### src/rtl/seg7_pkg.sv
// seg7_pkg: shared digit count, active-low segment patterns and scan state type
package seg7_pkg;
  localparam int NUM_DIGITS = 4;
  localparam logic [6:0] SEG_0 = 7'h40;
  localparam logic [6:0] SEG_1 = 7'h79;
  localparam logic [6:0] SEG_2 = 7'h24;
  localparam logic [6:0] SEG_3 = 7'h30;
  localparam logic [6:0] SEG_4 = 7'h19;
  localparam logic [6:0] SEG_5 = 7'h12;
  localparam logic [6:0] SEG_6 = 7'h02;
  localparam logic [6:0] SEG_7 = 7'h78;
  localparam logic [6:0] SEG_8 = 7'h00;
  localparam logic [6:0] SEG_9 = 7'h10;
  localparam logic [6:0] SEG_A = 7'h08;
  localparam logic [6:0] SEG_B = 7'h03;
  localparam logic [6:0] SEG_C = 7'h46;
  localparam logic [6:0] SEG_D = 7'h21;
  localparam logic [6:0] SEG_E = 7'h06;
  localparam logic [6:0] SEG_F = 7'h0E;
  localparam logic [6:0] SEG_BLANK = 7'h7F;
  localparam logic [NUM_DIGITS-1:0] AN_OFF = '1;
  typedef enum logic [1:0] {DIG0, DIG1, DIG2, DIG3} dig_t;
endpackage

### src/rtl/hex_to_seg7.sv
// hex_to_seg7: combinational 4-bit to active-low {g,f,e,d,c,b,a} decoder
module hex_to_seg7
  import seg7_pkg::*;
(
  input  logic [3:0] hex,
  output logic [6:0] seg
);
  always_comb begin
    case (hex)
      4'h0: seg = SEG_0;
      4'h1: seg = SEG_1;
      4'h2: seg = SEG_2;
      4'h3: seg = SEG_3;
      4'h4: seg = SEG_4;
      4'h5: seg = SEG_5;
      4'h6: seg = SEG_6;
      4'h7: seg = SEG_7;
      4'h8: seg = SEG_8;
      4'h9: seg = SEG_9;
      4'hA: seg = SEG_A;
      4'hB: seg = SEG_B;
      4'hC: seg = SEG_C;
      4'hD: seg = SEG_D;
      4'hE: seg = SEG_E;
      default: seg = SEG_F;
    endcase
  end
endmodule

### src/rtl/seg7_scan_driver.sv
// seg7_scan_driver: 4-digit multiplexed hex display with frame snapshot, zero blanking, dead-time and sticky overflow
module seg7_scan_driver
  import seg7_pkg::*;
#(
  parameter int SCAN_DIV = 100000,
  parameter int DEAD = 4
) (
  input  logic                    clk,
  input  logic                    rst,
  input  logic [4*NUM_DIGITS-1:0] i_bcd,
  input  logic                    i_rco,
  input  logic                    i_hold,
  input  logic                    i_lzb,
  input  logic                    i_ovf_clr,
  output logic [6:0]              o_seg,
  output logic                    o_dp,
  output logic [NUM_DIGITS-1:0]   o_an,
  output logic                    o_ovf
);
  localparam int PW = $clog2(SCAN_DIV);
  logic [PW-1:0] p, p_n;
  dig_t idx, idx_n;
  logic [4*NUM_DIGITS-1:0] snap, snap_n;
  logic live, live_n, ovf, ovf_n, rco_q, tick, blank, dp_n;
  logic [3:0] nib;
  logic [6:0] dec, seg_n;
  logic [NUM_DIGITS-1:0] an_n;
  always_ff @(posedge clk or posedge rst) begin
    if (rst) begin
      p <= '0;
      idx <= DIG3;
      snap <= '0;
      live <= 1'b0;
      ovf <= 1'b0;
      rco_q <= 1'b0;
    end else begin
      p <= p_n;
      idx <= idx_n;
      snap <= snap_n;
      live <= live_n;
      ovf <= ovf_n;
      rco_q <= i_rco;
    end
  end
  // live stays low through the warm-up slot so idx=DIG3 is never lit before the first tick
  always_comb begin
    tick = p == PW'(SCAN_DIV - 1);
    p_n = tick ? '0 : p + 1'b1;
    idx_n = tick ? dig_t'(idx + 2'd1) : idx;
    snap_n = (tick && idx == DIG3 && !i_hold) ? i_bcd : snap;
    live_n = live | tick;
    ovf_n = (i_rco & ~rco_q) | (ovf & ~i_ovf_clr);
  end
  hex_to_seg7 u_dec (.hex(nib), .seg(dec));
  always_comb begin
    nib = snap_n[{idx_n, 2'b00} +: 4];
    blank = i_lzb && idx_n != DIG0 && (snap_n >> {idx_n, 2'b00}) == '0;
    seg_n = tick ? (blank ? SEG_BLANK : dec) : o_seg;
    an_n = (live_n && p_n >= PW'(DEAD)) ? ~(NUM_DIGITS'(1) << idx_n) : AN_OFF;
    dp_n = ~(live_n && idx_n == DIG3 && ovf_n);
  end
  always_ff @(posedge clk or posedge rst) begin
    if (rst) begin
      o_seg <= SEG_BLANK;
      o_an <= AN_OFF;
      o_dp <= 1'b1;
    end else begin
      o_seg <= seg_n;
      o_an <= an_n;
      o_dp <= dp_n;
    end
  end
  assign o_ovf = ovf;
endmodule
### config.mk
export PLATFORM = sky130hd
export DESIGN_NAME = seg7_scan_driver
export DESIGN_NICKNAME = d
export VERILOG_FILES = /design/src/rtl/seg7_pkg.sv /design/src/rtl/hex_to_seg7.sv /design/src/rtl/seg7_scan_driver.sv
export SDC_FILE = /design/constraint.sdc
export NUM_CORES = 1
export LEC_CHECK = 0
export CORE_ASPECT_RATIO = 1.75
export CORE_MARGIN = 2
export CORE_UTILIZATION = 40
export CTS_CLUSTER_SIZE = 40
export DETAILED_ROUTE_END_ITERATION = 6
export GPL_ROUTABILITY_DRIVEN = 1
export PLACE_DENSITY = 0.63
export SYNTH_ARGS = -nofsm -noshare
export SYNTH_HDL_FRONTEND = slang
export SYNTH_SLANG_ARGS = --single-unit
### constraint.sdc
create_clock -name clk -period 3.5 [get_ports clk]
set_input_delay 0.7 -clock clk [delete_from_list [all_inputs] [get_ports clk]]
set_output_delay 0.7 -clock clk [all_outputs]
set_load 0.02 [all_outputs]
==> impl_metrics.tcl, run 1 <==
set metrics [dict create \
    path_max_fanout 3 \
    place.gp.congestion 0.886 \
    cts-resized-gates 0 \
    setup_violations 0 \
    clkTransAtPathRegs_ns 0.06 \
    tightest_slew_ns 1.04 \
    crit_chain "clkdlybuf4s50_1, nand2b_4, mux2_2, mux2_1, a221oi_1, nor2_1, nor2_2, ha_1, and2_1, nand4b_1, a22oi_2, a21oi_1, a21oi_1" \
    max_freq_mhz 312 \
    drv_slew 0 \
    status "finished clean" \
    via_per_inst 5.62 \
    grt_max_degree 51 \
    cts_tree "done" \
    endpoint_kind "flop" \
    fin_crit_ns 3.21 \
    clock_path_buffers 2 \
    hpwl_microns 5630 \
    drive_gt1_share_pct 23.0 \
    syn2layout_area_growth_pct 21.6 \
    worstSetupPathType "input pin to flop" \
    ys_ff_latch 50 \
    fill_cells 710 \
    post_drt_wl_per_cell_microns 17.0 \
    p_per_area_mw_per_mm2 309 \
    hold_viol_final 0 \
    vias 2423 \
    synth_edf_count 0 \
    synth_top_flop_cell "dfrtp_1" \
    async_flop_share_pct 100 \
    grt_pass1_vias 2546 \
    startpoint_type "input pin" \
    finClkSkew_ns 0.0121 \
    cp_slowest_cell "clkdlybuf4s50_1" \
    syn_area_per_cell_sq_um 10.5 \
    drc 0 \
    die_width_microns 70.5 \
    grt_usage_pct 19.0 \
    portBuffers 34 \
    cts_made_buffers 5 \
    ir_drop_mv 0.174 \
    coreArea_sq_mm 0.00751 \
    placementRows 42 \
    yosys_warnings 0 \
    cp_data_required_time_ns 3.73 \
    fin_nets 373 \
    setup_tns_ns 0 \
    period_share_pct 91.6 \
    drt_wl_total_microns 7320 \
    ios 35 \
    rsz0062_at_grt "false" \
    synth.distinct_cells 60 \
    cts.sinks 50 \
    area.sequential_sq_mm 0.00127 \
    root_buffer "clkbuf_16" \
    cts_setup_buffers 0 \
    max_stage_delay_ns 0.48 \
    relSlewSlack_pct 30.5 \
    antenna_found_initial 0 \
    max-cap-violations 0 \
    fin_ws_ns 0.294 \
    ctsHoldBuffers 0 \
    multi_input_area_sq_mm 0.00170 \
    gr-total-overflow 0 \
    dieArea_sq_mm 0.00848 \
    synthesis.area_sq_mm 0.00309 \
    grt_pass1_wl_microns 12500 \
    crit_top_cell "a21oi_1" \
    dp_slack_ns -0.0376 \
    syn-num-nets 326 \
    synth_cells 295 \
    drt_iter0_markers 97 \
    min_path_type "flop to flop" \
    diodes 0 \
    cp.arrival_ns 3.43 \
    p_leak_nw 1.66 \
    drtAntennaViolNets 0 \
    ys_seq_area_share_pct 41.0 \
    clock_latency_ns 0.30 \
    drt_pre_antenna_iters 4 \
    die_h_microns 120 \
    initial_utilization_pct 41.2 \
    h-tree-depth 2 \
]
==> power breakdown <==
part	internal, mW	total, mW	switching [mW]	leakage [nW]
Combinational	0.0277	0.0519	0.0242	0.950
Clock	0.310	0.530	0.220	0.0792
Sequential	0.581	0.582	0.000974	0.631
==> synth_stat cells (3+ instances only) <==
master,count,area (sq um)
dfstp_2,14,368
mux2i_1,11,110
dfrtp_1,36,901
clkbuf_1,3,11.3
and2_1,5,31.3
nor2b_1,4,25.0
nand2_1,16,60.1
a31oi_1,4,25.0
or3_1,4,25.0
xnor2_1,11,96.3
mux2_2,20,225
and4_1,5,43.8
nand4_1,6,37.5
nor3_1,12,60.1
inv_1,11,41.3
nand3_1,9,45.0
mux4_2,5,113
xor2_1,5,43.8
nor2_1,28,105
a21oi_1,14,70.1
ha_1,9,113
a22oi_1,3,22.5
buf_2,3,15.0
o21ai_0,7,35.0
buf_6,4,45.0
==> per-stage QoR <==
step / area [sq um] / power, mW / hold slack [ns] / cells / util, %
after floorplan: 3090 / 0.608 / 0.429 / 295 / -
after global placement: 3590 / 0.645 / 0.455 / 423 / 47.8
after detailed placement: 3590 / 0.645 / 0.460 / 423 / 47.8
after CTS: 3760 / 1.18 / 0.469 / 431 / 50.0
after global routing: 3760 / 1.20 / 0.495 / 431 / 50.1
final: 3760 / 1.16 / 0.465 / 431 / 50.1
==> flip-flops by register name (all words and copies together), names as in the netlist <==
name / count
snap: 16
p: 17
o_seg: 7
o_an: 4
idx: 2
rco_q: 1
o_ovf: 1
live: 1
o_dp: 1
==> critical path, delay by kind of cell <==
family | cells | cell delay (ns)
compound gates | 4 | 0.78
simple gates | 5 | 0.65
fa+ha+maj | 1 | 0.18
mux | 2 | 0.64
buf+inv | 1 | 0.48
==> layer usage <==
layer / track usage (%) / wire (microns)
met1: 20.0 / 2790
met2: 35.3 / 4070
met3: 3.67 / 232
met4: 9.01 / 219
met5: 0 / 0
==> placed cells by master, fill, tap and decap left out, types with 4 or more instances in the layout <==
master,netlist,routed
a21oi_1,14,14
clkdlybuf4s50_1,0,34
mux2i_1,11,11
nand3_1,9,9
mux4_2,5,5
nor2_1,28,27
and4_1,5,5
xor2_1,5,5
nor2b_1,4,4
nand2_1,16,16
dfrtp_1,36,36
a31oi_1,4,4
or3_1,4,4
nor3_1,12,12
buf_4,2,18
ha_1,9,9
nand4_1,6,6
and2_1,5,5
xnor2_1,11,11
o21ai_0,7,7
mux2_2,20,20
dfstp_2,14,14
inv_1,11,10
clkbuf_16,0,6
==> kinds of logic (layout without fill, tap and decap cells) <==
logic type | count (synthesis) | in the layout | share of synthesized area, %
xor gates and xnor gates | 16 | 16 | 4.53
muxes | 40 | 40 | 16.2
and+or+nand+nor | 110 | 110 | 20.4
buffers and inverters | 25 | 73 | 4.37
DFF | 50 | 50 | 41.0
adders and majority gates | 9 | 9 | 3.64
AOI/OAI and AO/OA | 45 | 45 | 9.91
==> layout make-up <==
cell class / count / area share (%)
multi-input cells: 220 / 45.1
flip-flops and latches: 50 / 33.7
repair buffers: 52 / 12.6
clock buffers: 7 / 4.09
well taps: 88 / 2.93
inverters: 13 / 1.30
clock inverters: 1 / 0.233
==> path summary, 6_finish.rpt <==
check | start | endpoint | slack [ns] | cells past startpoint
worst min-delay path | rco_q$_DFF_PP0_ | o_ovf$_DFF_PP0_ | 0.47 | 1
worst min register to register | rco_q$_DFF_PP0_ | o_ovf$_DFF_PP0_ | 0.47 | 1
worst max register to register | p[0]$_DFF_PP0_ | o_seg[6]$_DFFE_PP1N_ | 0.37 | 13
worst max-delay path | i_hold | o_seg[6]$_DFFE_PP1N_ | 0.29 | 13
max in group asynchronous | rst | snap[1]$_DFF_PP0_ | 1.87 | 2
min in group asynchronous | rst | p[11]$_DFF_PP0_ | 0.97 | 2
No activity file was read; power rests on OpenSTA's default activity.
==> inputs of run 2 (changes only) <==
==> constraint.sdc (replaced) <==
create_clock -name clk -period 3.9 [get_ports clk]
set_input_delay 0.78 -clock clk [delete_from_list [all_inputs] [get_ports clk]]
set_output_delay 0.78 -clock clk [all_outputs]
set_load 0.02 [all_outputs]
==> impl_metrics.tcl, run 2 (same netlist as run 1, synthesis figures left out) <==
set metrics [dict create \
    clock_latency_ns 0.30 \
    min_path_type "flop to flop" \
    fin_crit_ns 3.41 \
    clock_path_buffers 2 \
    max-cap-violations 0 \
    fin_nets 363 \
    via_per_inst 5.62 \
    grt_pass1_vias 2518 \
    area.sequential_sq_mm 0.00127 \
    gr-total-overflow 0 \
    top_register "p" \
    largest_registers "p (17), snap (16), o_seg (7)" \
    status "finished clean" \
    hold-path-endpoint "o_ovf$_DFF_PP0_" \
    dieArea_sq_mm 0.00848 \
    p_per_area_mw_per_mm2 285 \
    ir_drop_mv 0.173 \
    dp.cells 413 \
    coreArea_sq_mm 0.00751 \
    die_width_microns 70.5 \
    h-tree-depth 2 \
    crit_chain "clkdlybuf4s50_1, nand2b_4, mux2_2, mux2_1, a221oi_1, nor2_1, nor2_1, ha_1, and2_1, nand4b_1, a22oi_1, a21oi_1, a21oi_1" \
    vias 2368 \
    syn2layout_area_growth_pct 19.1 \
    cts_made_buffers 5 \
    drive_gt1_share_pct 20.4 \
    place.gp.congestion 0.868 \
    dp_slack_ns 0.241 \
    ios 35 \
    met2_length_microns 3850 \
    hpwl_microns 5310 \
    max_freq_mhz 293 \
    rr_worst_depth 13 \
    startpoint_type "input pin" \
    cts.sinks 50 \
    worstSetupPathType "input pin to flop" \
    largest_reg_flops 17 \
    setup_violations 0 \
    hp-start "rco_q$_DFF_PP0_" \
    final_cells 421 \
    root_buffer "clkbuf_16" \
    final_cell_mix "dfrtp_1 (36), clkdlybuf4s50_1 (34), nor2_1 (28)" \
    fin_ws_ns 0.492 \
    final_common_cell "dfrtp_1" \
    path_max_fanout 4 \
    diodes 0 \
    rsz0062_at_grt "false" \
    drt_iter0_markers 127 \
    clkTransAtPathRegs_ns 0.07 \
    initial_utilization_pct 41.2 \
    cts_setup_buffers 0 \
    finClkSkew_ns 0.00703 \
    grt_pass1_wl_microns 11900 \
    max_stage_delay_ns 0.47 \
    hold_depth 1 \
    drv_slew 0 \
    multi_input_area_sq_mm 0.00169 \
    cts_tree "done" \
    drc 0 \
    antenna_found_initial 0 \
    top_layer_used "met4" \
    hold_viol_final 0 \
    setup_tns_ns 0 \
    drt_wl_total_microns 6970 \
    wl_met3_microns 239 \
    fill_cells 693 \
    fin_util_pct 49.1 \
    rr_startpoint "p[0]$_DFF_PP0_" \
    relSlewSlack_pct 32.3 \
    postPlaceCellArea_sq_mm 0.00352 \
    grt_usage_pct 17.7 \
    cp_slowest_cell "clkdlybuf4s50_1" \
    fin_area_sq_mm 0.00369 \
    p_leak_nw 1.61 \
    cts-resized-gates 0 \
    endpoint_kind "flop" \
    cp_data_required_time_ns 4.13 \
    portBuffers 34 \
    drt-met1-wl_microns 2640 \
    placementRows 42 \
    ff2ff_setup_slack_ns 0.50 \
    post_drt_wl_per_cell_microns 16.6 \
    tightest_slew_ns 1.01 \
    drt_pre_antenna_iters 4 \
    drtAntennaViolNets 0 \
    ctsHoldBuffers 0 \
    period_share_pct 87.4 \
    grt_max_degree 51 \
    rr_endpoint "o_seg[6]$_DFFE_PP1N_" \
    cp.arrival_ns 3.63 \
    die_h_microns 120 \
]
-- run 2: cell types whose count changed in the layout (fill, tap and decap cells not counted) --
cell      before  now
nor2_2         1    0
clkbuf_1       1    0
inv_6          0    1
a22oi_1        2    3
nor2_1        27   28
a22oi_2        1    0
buf_4         18    8
-- run 2: final cells by class --
| type | count | area share (%) |
|---|---|---|
| clock buffer | 6 | 4.07 |
| clock inverter | 2 | 0.475 |
| inverter | 13 | 1.32 |
| multi-input combinational | 220 | 45.9 |
| sequential | 50 | 34.4 |
| tap | 88 | 2.99 |
| timing repair buffer | 42 | 10.9 |
-- run 2: where the power goes --
part	switching (mW)	total [mW]	internal (mW)
sequential	0.000901	0.522	0.521
combinational	0.0208	0.0450	0.0242
clock	0.203	0.483	0.280
total	0.225	1.05	0.826
-- run 2: worst max-delay path by stage --
stage	start	to	slack [ns]
detailed placement	i_hold	o_seg[6]$_DFFE_PP1N_	0.24
global route	p[0]$_DFF_PP0_	o_seg[6]$_DFFE_PP1N_	0.15
floorplan	i_hold	o_seg[6]$_DFFE_PP1N_	0.65
global placement	i_hold	o_seg[0]$_DFFE_PP1N_	0.25
CTS	p[0]$_DFF_PP0_	o_seg[6]$_DFFE_PP1N_	0.51
finish	i_hold	o_seg[6]$_DFFE_PP1N_	0.49
-- run 2: layer usage --
metal  track usage (%)  vias up
met2              32.8       55
met4              9.74        0
li1                  -     1142
met5                 0        -
met3              3.58       17
met1              18.2     1154
-- run 2: worst max-delay path: cells and delay by family --
kind	cells	cell delay, ns
fa+ha+maj	1	0.23
compound gates	4	0.82
buf+inv	1	0.47
mux	2	0.65
simple gates	5	0.68
-- run 2: per-stage QoR --
stage	power (mW)	hold slack, ns
2_1_floorplan	0.545	0.429
3_3_place_gp	0.578	0.458
3_5_place_dp	0.578	0.462
4_1_cts	1.06	0.473
5_1_grt	1.08	0.485
6_report	1.05	0.468
==> inputs of run 3 (changes only) <==
--- a/config.mk
+++ b/config.mk
@@ -7,11 +7,12 @@
 export LEC_CHECK = 0
 export CORE_ASPECT_RATIO = 1.75
 export CORE_MARGIN = 2
-export CORE_UTILIZATION = 40
+export CORE_UTILIZATION = 58
+export CTS_BUF_LIST = sky130_fd_sc_hd__clkbuf_2 sky130_fd_sc_hd__clkbuf_4 sky130_fd_sc_hd__clkbuf_8
 export CTS_CLUSTER_SIZE = 40
 export DETAILED_ROUTE_END_ITERATION = 6
 export GPL_ROUTABILITY_DRIVEN = 1
-export PLACE_DENSITY = 0.63
+export PLACE_DENSITY = 0.85
 export SYNTH_ARGS = -nofsm -noshare
 export SYNTH_HDL_FRONTEND = slang
 export SYNTH_SLANG_ARGS = --single-unit
==> constraint.sdc (replaced) <==
create_clock -name clk -period 3.8 [get_ports clk]
set_input_delay 0.76 -clock clk [delete_from_list [all_inputs] [get_ports clk]]
set_output_delay 0.76 -clock clk [all_outputs]
set_load 0.02 [all_outputs]
==> impl_metrics.tcl, run 3 (same netlist as run 1, synthesis figures left out) <==
set metrics [dict create \
    final_common_cell "dfrtp_1" \
    relSlewSlack_pct 30.6 \
    cts.sinks 50 \
    diodes 0 \
    worstSetupPathType "input pin to flop" \
    ios 35 \
    fin_ws_ns 0.342 \
    seqPwrFrac_pct 59.6 \
    cts-resized-gates 0 \
    initial_utilization_pct 59.4 \
    syn2layout_area_growth_pct 15.0 \
    drive_gt1_share_pct 20.2 \
    status "finished clean" \
    cp.arrival_ns 3.70 \
    die_width_microns 59.2 \
    rr_startpoint "p[0]$_DFF_PP0_" \
    hold_viol_final 0 \
    cts_setup_buffers 0 \
    drt_pre_antenna_iters 4 \
    dp_slack_ns 0.0818 \
    cts_tree "done" \
    grt_pass1_wl_microns 11000 \
    hpwl_microns 4830 \
    coreArea_sq_mm 0.00521 \
    cp_data_required_time_ns 4.04 \
    fin_nets 362 \
    clock_latency_ns 0.31 \
    placementRows 35 \
    setup_tns_ns 0 \
    largest_reg_flops 17 \
    final_cell_mix "dfrtp_1 (36), clkdlybuf4s50_1 (34), nor2_1 (28)" \
    max-cap-violations 0 \
    h-tree-depth 2 \
    startpoint_type "input pin" \
    fill_cells 401 \
    path_max_fanout 5 \
    power_frac_clock_pct 35.3 \
    crit_start "i_hold" \
    endpoint_kind "flop" \
    portBuffers 34 \
    finClkSkew_ns 0.00617 \
    rsz0062_at_grt "false" \
    p_sw_share_pct 22.5 \
    area.sequential_sq_mm 0.00127 \
    dieArea_sq_mm 0.00596 \
    setup_violations 0 \
    cts_made_buffers 5 \
    drt_iter0_markers 88 \
    fin_crit_ns 3.46 \
    p_int_uw 697 \
    p_per_area_mw_per_mm2 253 \
    p_switching_uw 202 \
    drv_slew 0 \
    drtAntennaViolNets 0 \
    grt_max_degree 51 \
    root_buffer "clkbuf_8" \
    gr-total-overflow 0 \
    comb_power_share_pct 5.1 \
    grt_pass1_vias 2348 \
    largest_registers "p (17), snap (16), o_seg (7)" \
    grt_usage_pct 24.2 \
    place.gp.congestion 0.939 \
    multi_input_area_sq_mm 0.00169 \
    p_leak_nw 1.58 \
    tightest_slew_ns 1.04 \
    post_drt_wl_per_cell_microns 17.2 \
    ctsHoldBuffers 0 \
    hp-start "rco_q$_DFF_PP0_" \
    vias 2404 \
    drt_wl_total_microns 6660 \
    clkTransAtPathRegs_ns 0.09 \
    clock_path_buffers 2 \
    period_share_pct 91.0 \
    drc 0 \
    antenna_found_initial 0 \
    top_register "p" \
    max_freq_mhz 289 \
    die_h_microns 101 \
    via_per_inst 6.21 \
    min_path_type "flop to flop" \
    ir_drop_mv 0.209 \
]
run 3: cell count changes in the layout (fill, tap and decap cells not counted), sizes merged:
cell	change
inv	-1
buf	-1
clkinv	+1
run 3: layout make-up:
class                           instances  area share, %
Tap cell                               55           1.93
Clock inverter                          2          0.387
Multi-Input combinational cell        220           47.5
Timing Repair Buffer                   41           11.0
Clock buffer                            6           2.14
Inverter                               13           1.37
Sequential cell                        50           35.6
run 3: through the flow:
step / std cells / cell area [sq um] / hold WS, ns / util [%] / power (mW)
after global placement: 379 / 3470 / 0.450 / 66.6 / 0.591
after CTS: 387 / 3560 / 0.470 / 68.3 / 0.903
after detailed placement: 379 / 3470 / 0.457 / 66.6 / 0.592
after floorplan: 295 / 3090 / 0.429 / - / 0.560
after global routing: 387 / 3560 / 0.520 / 68.3 / 0.929
final: 387 / 3560 / 0.469 / 68.3 / 0.899
run 3: power groups by stage:
| stage | clock (mW) | combinational [mW] | sequential, mW |
|---|---|---|---|
| after floorplan | 0 | 0.0123 | 0.548 |
| after detailed placement | 0 | 0.0464 | 0.546 |
| after global routing | 0.341 | 0.0511 | 0.536 |
| final | 0.318 | 0.0460 | 0.536 |
| after CTS | 0.321 | 0.0467 | 0.536 |
| after global placement | 0 | 0.0458 | 0.545 |
run 3: worst paths after layout:
| path | slack (ns) | cells after the start | end |
|---|---|---|---|
| worst min register to register | 0.47 | 1 | o_ovf$_DFF_PP0_ |
| worst max-delay path | 0.34 | 13 | o_seg[5]$_DFFE_PP1N_ |
| min in group asynchronous | 1.00 | 2 | p[8]$_DFF_PP0_ |
| max in group asynchronous | 2.14 | 2 | snap[5]$_DFF_PP0_ |
| worst max register to register | 0.36 | 15 | o_seg[5]$_DFFE_PP1N_ |
| worst min-delay path | 0.47 | 1 | o_ovf$_DFF_PP0_ |
run 3: worst max-delay path, stage by stage:
cell             delay [ns]
clkdlybuf4s50_1        0.47
nand2b_4               0.13
mux2_2                 0.34
mux2_1                 0.29
a221oi_1               0.29
nor2_1                 0.09
nor2_1                 0.25
ha_1                   0.21
and2_1                 0.13
nand4b_1               0.11
a22oi_1                0.33
a21oi_1                0.12
a21oi_1                0.17
run 3: metal layers:
metal  vias up  track usage [%]  routed length (microns)
li1       1145                -                        -
met3         8             3.34                      312
met4         0             9.79                      119
met2        96             41.9                     3590
met1      1155             29.5                     2650
met5         -                0                        0
